### src/rtl/csel_subtractor16_seq.sv
// Sequential 16-bit subtractor/comparator: walks carry-select segments (1,1,2,3,4,5 bits)
// LSB to MSB, one per clock, selecting each segment's borrow-0/borrow-1 result on the running borrow.
module csel_subtractor16_seq #(
    parameter int WIDTH = 16
) (
    input  logic             clk,
    input  logic             rst_n,
    input  logic             in_valid,
    output logic             in_ready,
    input  logic [WIDTH-1:0] x,
    input  logic [WIDTH-1:0] y,
    input  logic             Bin,
    output logic             out_valid,
    input  logic             out_ready,
    output logic [WIDTH-1:0] Diff,
    output logic             Bout,
    output logic             Ovf,
    output logic             Zero
);

    localparam int NSEG = 6;

    typedef enum logic [1:0] {
        IDLE = 2'd0,
        RUN  = 2'd1,
        DONE = 2'd2
    } state_t;

    state_t           r_state;
    logic [2:0]       r_seg;
    logic             r_borrow;
    logic [WIDTH-1:0] r_x;
    logic [WIDTH-1:0] r_y;
    logic [WIDTH-1:0] r_diff;
    logic             r_bout;
    logic             r_ovf;
    logic             r_zero;
    logic             r_out_valid;

    logic [3:0]       w_lo;
    logic [4:0]       w_mask;
    logic [4:0]       w_xs;
    logic [4:0]       w_ys;
    logic [5:0]       w_d0;
    logic [5:0]       w_d1;
    logic [5:0]       w_dsel;
    logic             w_bsel;
    logic [WIDTH-1:0] w_diff_next;

    always_comb begin
        w_lo   = 4'd11;
        w_mask = 5'b11111;
        case (r_seg)
            3'd0:    begin w_lo = 4'd0; w_mask = 5'b00001; end
            3'd1:    begin w_lo = 4'd1; w_mask = 5'b00001; end
            3'd2:    begin w_lo = 4'd2; w_mask = 5'b00011; end
            3'd3:    begin w_lo = 4'd4; w_mask = 5'b00111; end
            3'd4:    begin w_lo = 4'd7; w_mask = 5'b01111; end
            default: begin w_lo = 4'd11; w_mask = 5'b11111; end
        endcase
    end

    // Segment values fit in 5 bits, so bit 5 of the 6-bit difference is the segment borrow.
    assign w_xs   = 5'(r_x >> w_lo) & w_mask;
    assign w_ys   = 5'(r_y >> w_lo) & w_mask;
    assign w_d0   = {1'b0, w_xs} - {1'b0, w_ys};
    assign w_d1   = w_d0 - 6'd1;
    assign w_dsel = r_borrow ? w_d1 : w_d0;
    assign w_bsel = w_dsel[5];

    assign w_diff_next = (r_diff & ~(WIDTH'(w_mask) << w_lo))
                       | (WIDTH'(w_dsel[4:0] & w_mask) << w_lo);

    always_ff @(posedge clk or negedge rst_n) begin
        if (!rst_n) begin
            r_state     <= IDLE;
            r_seg       <= 3'd0;
            r_borrow    <= 1'b0;
            r_x         <= '0;
            r_y         <= '0;
            r_diff      <= '0;
            r_bout      <= 1'b0;
            r_ovf       <= 1'b0;
            r_zero      <= 1'b0;
            r_out_valid <= 1'b0;
        end else begin
            case (r_state)
                IDLE: begin
                    if (in_valid) begin
                        r_x      <= x;
                        r_y      <= y;
                        r_borrow <= Bin;
                        r_seg    <= 3'd0;
                        r_state  <= RUN;
                    end
                end
                RUN: begin
                    r_diff   <= w_diff_next;
                    r_borrow <= w_bsel;
                    if (r_seg == 3'(NSEG - 1)) begin
                        r_seg       <= 3'd0;
                        r_bout      <= w_bsel;
                        r_ovf       <= (r_x[WIDTH-1] != r_y[WIDTH-1]) &&
                                       (w_diff_next[WIDTH-1] != r_x[WIDTH-1]);
                        r_zero      <= (w_diff_next == '0);
                        r_out_valid <= 1'b1;
                        r_state     <= DONE;
                    end else begin
                        r_seg <= r_seg + 3'd1;
                    end
                end
                DONE: begin
                    if (out_ready) begin
                        r_out_valid <= 1'b0;
                        r_state     <= IDLE;
                    end
                end
                default: r_state <= IDLE;
            endcase
        end
    end

    assign in_ready  = rst_n && (r_state == IDLE);
    assign out_valid = r_out_valid;
    assign Diff      = r_diff;
    assign Bout      = r_bout;
    assign Ovf       = r_ovf;
    assign Zero      = r_zero;

endmodule

### config.mk
export PLATFORM = sky130hd
export DESIGN_NAME = csel_subtractor16_seq
export DESIGN_NICKNAME = d
export VERILOG_FILES = /design/src/rtl/csel_subtractor16_seq.sv
export SDC_FILE = /design/constraint.sdc
export NUM_CORES = 1
export LEC_CHECK = 0
export BUFFER_PORTS_ARGS = -buffer_cell sky130_fd_sc_hd__clkbuf_2
export CAP_MARGIN = 20
export CORE_ASPECT_RATIO = 0.9
export CORE_MARGIN = 2
export CORE_UTILIZATION = 45
export CTS_CLUSTER_SIZE = 16
export DETAILED_ROUTE_END_ITERATION = 7
export HOLD_SLACK_MARGIN = 0.08
export PLACE_DENSITY = 0.67
export SYNTH_ARGS = -nofsm -noshare
export SYNTH_HDL_FRONTEND = slang
export SYNTH_SLANG_ARGS = --single-unit
### constraint.sdc
create_clock -name clk -period 10.8 [get_ports clk]
set_clock_uncertainty 0.15 [all_clocks]
set_input_delay 3.24 -clock clk [delete_from_list [all_inputs] [get_ports clk]]
set_output_delay 3.24 -clock clk [all_outputs]
set_load 0.02 [all_outputs]
# == After elaboration in Yosys (flattened, before gate mapping) ==
# Index checks and enable logic that the tools add are counted.
# totals
register_bits,58
latchBits,0
input_bits,37
out_inout_bits,21
memories,0
word_cells,63
mem_bits_ro,0
ramBits,0
# classes
n_addsub,3
n_div,0
order_cmp,0
mul,0
shift,4
n_mux,15
n_reduce_logical,13
eq_ne,12
n_bitwise,6
# op_table
op,n
<< shifter 5 x 4 -> 16 bit,2
>> shifter 16 x 4 -> 5 bit,2
one-hot mux 4 bit (5 select lines),1
one-hot mux 5 bit (4 select lines),1
bitwise AND 16 bit,1
zero test 16 bit,1
inverter 16 bit,1
OR 16 bit,1
bitwise AND 5 bit,3
== test 3 x 2 -> 1 bit (second input constant),2
== test 3 bit (second input constant),2
2-to-1 mux 2 bit,3
2-to-1 mux 3 bit,2
2-to-1 mux 6 bit,1
!= test 2 bit (second input constant),3
one-hot mux 2 bit (3 select lines),1
one-hot mux 3 bit (2 select lines),1
AND reduction 2 bit,3
AND reduction 3 bit,2
subtractor 5 x 5 -> 6 bit,1
subtractor 6 x 1 -> 6 bit (second input constant),1
one-hot mux 1 bit (2 select lines),2
nonzero test 2 bit,2
adder 3 x 1 -> 3 bit (second input constant),1
9 further kinds,13

# == Longest topological paths before layout ==
# Gate-level depths: netlist of the first run.
# depth
depth_word,12
depth_mapped,17
mapped_depth_nobuf,16

# == Least setup slack after synthesis of the first run ==
# Ideal clock, no wire load.
# synth_timing
kind,input-to-output
startpoint,input rst_n
endpoint,output in_ready
slack_ns,3.649
arrival_time_ns,3.761
n_path_buf,0
required_time_ns,7.410
cell_stages,1
path_cell_list,nor3b_1
# synth_via
elab_chain_cells,1
# synth_rtl
item,line,text
start: declaration,7,"input logic rst_n,"
logical AND 1 bit,123,assign in_ready = rst_n && (r_state == IDLE);
end: declaration,9,"output logic in_ready,"
# No other way between the ends.

# == Worst setup path after layout of the first run ==
# Same ends and word-level chain as after synthesis.

==> results of run 1 <==
cells in the final DEF, fill, tap and decap left out, drive strengths merged, types with 3 or more instances in the layout:
cell type  Yosys  routed
nand2b         7       7
a21oi          9       9
clkbuf         8      68
mux2          42      42
a22o           4       4
buf            8       4
nor2b          3       3
o21a           3       3
nor3b          3       3
clkinvlp       0       3
a22oi          6       6
nand2         36      36
o22ai         10      10
xor2           3       3
mux2i          3       3
nand3b         3       3
inv            6       6
o21ai         28      28
ha             6       6
dfrtp         58      58
nor2          14      14
nand3          5       5
state kept, by name, indices dropped and copies added (netlist names):
signal / flops
Diff: 16
r_x: 16
r_y: 16
r_seg: 3
r_state: 2
Bout: 1
Ovf: 1
Zero: 1
out_valid: 1
r_borrow: 1
metrics by stage:
stage          hold slack (ns)  setup WS (ns)  instances  util [%]  cell area (um^2)
2_1_floorplan           0.3250          3.649        301         -              3139
6_report                0.3493          3.058        452     55.26              3679
3_5_place_dp            0.3253          3.021        436     52.54              3497
3_3_place_gp            0.3197          3.029        436     52.54              3497
5_1_grt                 0.3816          2.814        452     55.26              3679
4_1_cts                 0.3555          3.009        452     55.26              3679
worst max-delay path, delay by kind of cell:
| family | cells | cell delay, ns |
|---|---|---|
| simple gates | 1 | 0.26 |
| buf+inv | 3 | 0.84 |
final timing paths:
path / start / to / slack (ns)
worst min-delay path: Diff[14]$_DFFE_PN0P_ / Diff[14]$_DFFE_PN0P_ / 0.35
worst max-delay path: rst_n / in_ready / 3.06
max in group asynchronous: rst_n / r_borrow$_DFFE_PN0P_ / 7.14
min in group asynchronous: rst_n / Diff[7]$_DFFE_PN0P_ / 2.90
worst max register to register: r_seg[1]$_DFFE_PN0P_ / Zero$_DFFE_PN0P_ / 6.55
worst min register to register: Diff[14]$_DFFE_PN0P_ / Diff[14]$_DFFE_PN0P_ / 0.35
final cells by class:
class                           count  area (um^2)
Fill cell                         622         2978
Sequential cell                    58         1451
Inverter                            6        22.52
Clock inverter                      5        40.04
Tap cell                           90        112.6
Clock buffer                       11        141.4
Timing Repair Buffer               61        315.3
Multi-Input combinational cell    221         1595
metal layers:
layer,vias up,part of all wire [%]
met5,-,0
met4,0,2.0
met3,13,6.6
met2,97,46
met1,1182,45
li1,1217,-
logic make-up after synthesis:
family	synth area share [%]
xor gates and xnor gates	1.395
DFF	46.23
muxes	16.02
and+or+nand+nor	14.19
buffers and inverters	3.149
adders and majority gates	3.029
AOI/OAI and AO/OA	15.98
==> results.cfg, run 1 <==
[outcome]
status = complete, no violations

[grt]
overflow = 0
top_usage_layer = met2
grt_max_degree = 60
antenna_found_initial = 0
grt_use_total_pct = 19.77
use_met3_pct = 5.717
grt_pass1_wl_um = 12010
grt_pass1_vias = 2474
met2_usage_pct = 29.88
use_met1_pct = 26.83

[floorplan]
io_pins = 58
core_region_area_mm2 = 0.006656
die_w_um = 92.04
die_h_um = 83.24
rows = 28
initial_utilization_pct = 47.16
dieArea_mm2 = 0.007661

[synthesis]
yosysWarnings = 0
ys_top_cells_by_area = dfrtp_1 (46%), mux2_2 (15%), nand2_1 (4.3%)
syn_inst = 301
synth_edf_count = 0
ys_async_sr_fraction_pct = 100.0
yosysTopAreaCell = dfrtp_1
synth.cells.most_frequent = dfrtp_1 (58), mux2_2 (42), nand2_1 (36)
ys_ff_latch = 58
synth_nets = 345
yosysUniqueCellTypes = 55
synth_most_common_cell = dfrtp_1
syn-mean-instance-area_um2 = 10.43
seq_area_frac_synth_pct = 46.23
synthFlopType = dfrtp_1
syn_area_mm2 = 0.003139
synth_top_area_share_pct = 46.23

[cts]
cts_resized = 0
cts_hold_buf = 0
clk_pin_slew_ns = 0.07
htreeDepth = 3
clk_latency_ns = 0.34
postCtsSetupBuffers = 0
cts_tree = done
cts_root_buf = clkbuf_8
numCtsBuffers = 9
clockBufferDepth = 2
clock-sinks = 58

[routing]
drc_errors = 0
ant_nets = 0
drt_wl_total_um = 7021
dr.pass1.iters = 4
avgRoutedWirePerCell_um = 15.53
dr_total_vias = 2509
drt_iter0_drc = 131
routed_via_density = 5.551

[setup_path]
reg2reg_depth = 16
crit_required_ns = 7.41
criticalPathCategory = input port to output pin
cp-start-kind = input port
worst_path_most_repeated_cell = clkbuf_2
path_cells = clkbuf_2 > buf_4 > nor3b_1 > clkbuf_2
crit_path_max_fanout = 59
crit_path_top_delay_cell = buf_4
cp.arrival_ns = 4.35
cp-end-kind = output pin
crit_path_max_incr_delay_ns = 0.57

[placement]
place_congestion = 0.8529
hpwl_um = 4970
io_buffers = 57

[timing]
fin_crit_ns = 7.742
rsz0062_at_grt = false
maxSlewHeadroom_pct = 37.62
finalSetupViolations = 0
hold_viol = 0
tns_ns = 0
fin_crit_sh_pct = 71.68
slew_viol_final = 0
worst-slew-pin-transition_ns = 0.9291
max_clock_freq_mhz = 129.2

[layout]
area_delta_synth_final_pct = 17.18
nNetsFinal = 401
diodes = 0
drive_gt1_share_pct = 33.98

[min_path]
hold_depth = 2
hold_class = register to register

[job]
max_cap_viol_count = 0
Power of run 1 is left out: the tool's default activity adds up to more than one toggle a clock period on the data nets, which glitch-free logic cannot reach.
==> run 2, diff against run 1 <==
--- a/config.mk
+++ b/config.mk
@@ -13,7 +13,7 @@
 export CTS_CLUSTER_SIZE = 16
 export DETAILED_ROUTE_END_ITERATION = 7
 export HOLD_SLACK_MARGIN = 0.08
-export PLACE_DENSITY = 0.67
+export PLACE_DENSITY = 0.69
 export SYNTH_ARGS = -nofsm -noshare
 export SYNTH_HDL_FRONTEND = slang
 export SYNTH_SLANG_ARGS = --single-unit
==> constraint.sdc (replaced) <==
create_clock -name clk -period 6.5 [get_ports clk]
set_clock_uncertainty 0.15 [all_clocks]
set_input_delay 1.95 -clock clk [delete_from_list [all_inputs] [get_ports clk]]
set_output_delay 1.95 -clock clk [all_outputs]
set_load 0.02 [all_outputs]
==> results.cfg, run 2 (synthesized netlist as in run 1, its figures left out) <==
[setup_path]
cp.arrival_ns = 2.42
cp-end-kind = output pin
crit_path_top_delay_cell = clkbuf_2
criticalPathCategory = input port to output pin
cp_num_buf_inv = 2
crit_path_max_incr_delay_ns = 0.20
cp-start-kind = input port
path_cells = clkbuf_2 > nor3b_1 > clkbuf_2
crit_path_max_fanout = 2
worst_path_most_repeated_cell = clkbuf_2
cp_top_family = buffers and inverters
crit_required_ns = 4.40

[routing]
drc_errors = 0
drt_iter0_drc = 138
ant_nets = 0
dr_total_vias = 2500
dr.pass1.iters = 4
drt_wl_total_um = 7006
avgRoutedWirePerCell_um = 15.50
routed_via_density = 5.531

[placement]
place_congestion = 0.8207
hpwl_um = 4969
post_dp_cell_area_mm2 = 0.003497
io_buffers = 57

[layout]
utilization_pct = 55.28
diodes = 0
nFillCells = 614
area_delta_synth_final_pct = 17.22
final_cell_mix = dfrtp_1 (58), clkbuf_2 (57), mux2_2 (42)
postLayoutCellArea_mm2 = 0.003680
drive_gt1_share_pct = 33.70
nNetsFinal = 401
final_common_cell = dfrtp_1

[floorplan]
die_w_um = 92.04
dieArea_mm2 = 0.007661
rows = 28
core_region_area_mm2 = 0.006656
initial_utilization_pct = 47.16
io_pins = 58
die_h_um = 83.24

[outcome]
status = complete, no violations

[power_and_ir_drop]
power_density_mw_per_mm2 = 630.7
power_mw = 2.321
peakVddDrop_mv = 0.2609
leakage_nw = 1.642

[cts]
cts_root_buf = clkbuf_8
cts_hold_buf = 0
numCtsBuffers = 9
clockBufferDepth = 2
clk_latency_ns = 0.34
clock-sinks = 58
clk_pin_slew_ns = 0.06
htreeDepth = 3
cts_tree = done
postCtsSetupBuffers = 0
cts_resized = 0

[timing]
finalSetupViolations = 0
maxSlewHeadroom_pct = 39.18
fin_crit_sh_pct = 69.60
max_clock_freq_mhz = 221.0
fin_crit_ns = 4.524
tns_ns = 0
slew_viol_final = 0
worst-slew-pin-transition_ns = 0.9104
rsz0062_at_grt = false
hold_viol = 0

[grt]
grt_pass1_vias = 2418
grt_pass1_wl_um = 11940
antenna_found_initial = 0
overflow = 0
grt_max_degree = 59
grt_use_total_pct = 19.75

[min_path]
hold_class = register to register

[job]
max_cap_viol_count = 0
[run 2: path summary, 6_finish.rpt]
kind	start	endpoint	slack (ns)	depth (start not counted)
worst max-delay path	rst_n	in_ready	1.98	3
worst min-delay path	Zero$_DFFE_PN0P_	Zero$_DFFE_PN0P_	0.35	2
worst max register to register	r_seg[1]$_DFFE_PN0P_	r_borrow$_DFFE_PN0P_	2.27	13
worst min register to register	Zero$_DFFE_PN0P_	Zero$_DFFE_PN0P_	0.35	2
max in group asynchronous	rst_n	r_seg[2]$_DFFE_PN0P_	4.08	2
min in group asynchronous	rst_n	Diff[2]$_DFFE_PN0P_	1.62	2
[run 2: layer usage]
| metal | up-vias | part of all wire [%] | global-route usage, % |
|---|---|---|---|
| li1 | 1211 | - | - |
| met1 | 1202 | 45 | 25.88 |
| met2 | 77 | 48 | 31.28 |
| met3 | 10 | 5.4 | 5.717 |
| met4 | 0 | 1.7 | 6.920 |
| met5 | - | 0 | 0 |
[run 2: cell type report]
| type | instances | area, um^2 | area share (%) |
|---|---|---|---|
| flip-flops and latches | 58 | 1451 | 39.44 |
| well taps | 90 | 112.6 | 3.060 |
| clock inverters | 2 | 10.01 | 0.2720 |
| inverters | 6 | 22.52 | 0.6120 |
| multi-input cells | 221 | 1595 | 43.35 |
| repair buffers | 61 | 315.3 | 8.569 |
| clock buffers | 14 | 172.7 | 4.692 |
[run 2: where the power goes]
| group | switching [mW] | internal (mW) | total, mW |
|---|---|---|---|
| Combinational | 0.786 | 0.541 | 1.33 |
| Sequential | 0.149 | 0.539 | 0.688 |
| Clock | 0.137 | 0.168 | 0.305 |
| Total | 1.07 | 1.25 | 2.32 |
[run 2: per-stage QoR]
step           setup slack [ns]  hold slack [ns]  cells
2_1_floorplan             1.929           0.3250    301
3_3_place_gp              1.961           0.3219    436
3_5_place_dp              1.966           0.3324    436
4_1_cts                   1.958           0.3468    452
5_1_grt                   1.933           0.3688    452
6_report                  1.976           0.3454    452
[run 2: tightest hold or removal path: stages, from the launching register on]
cell     delay, ns
dfrtp_1       0.35
nand2_1       0.05
o21ai_1       0.06
Note: power is estimated with default switching activity, not from simulation.
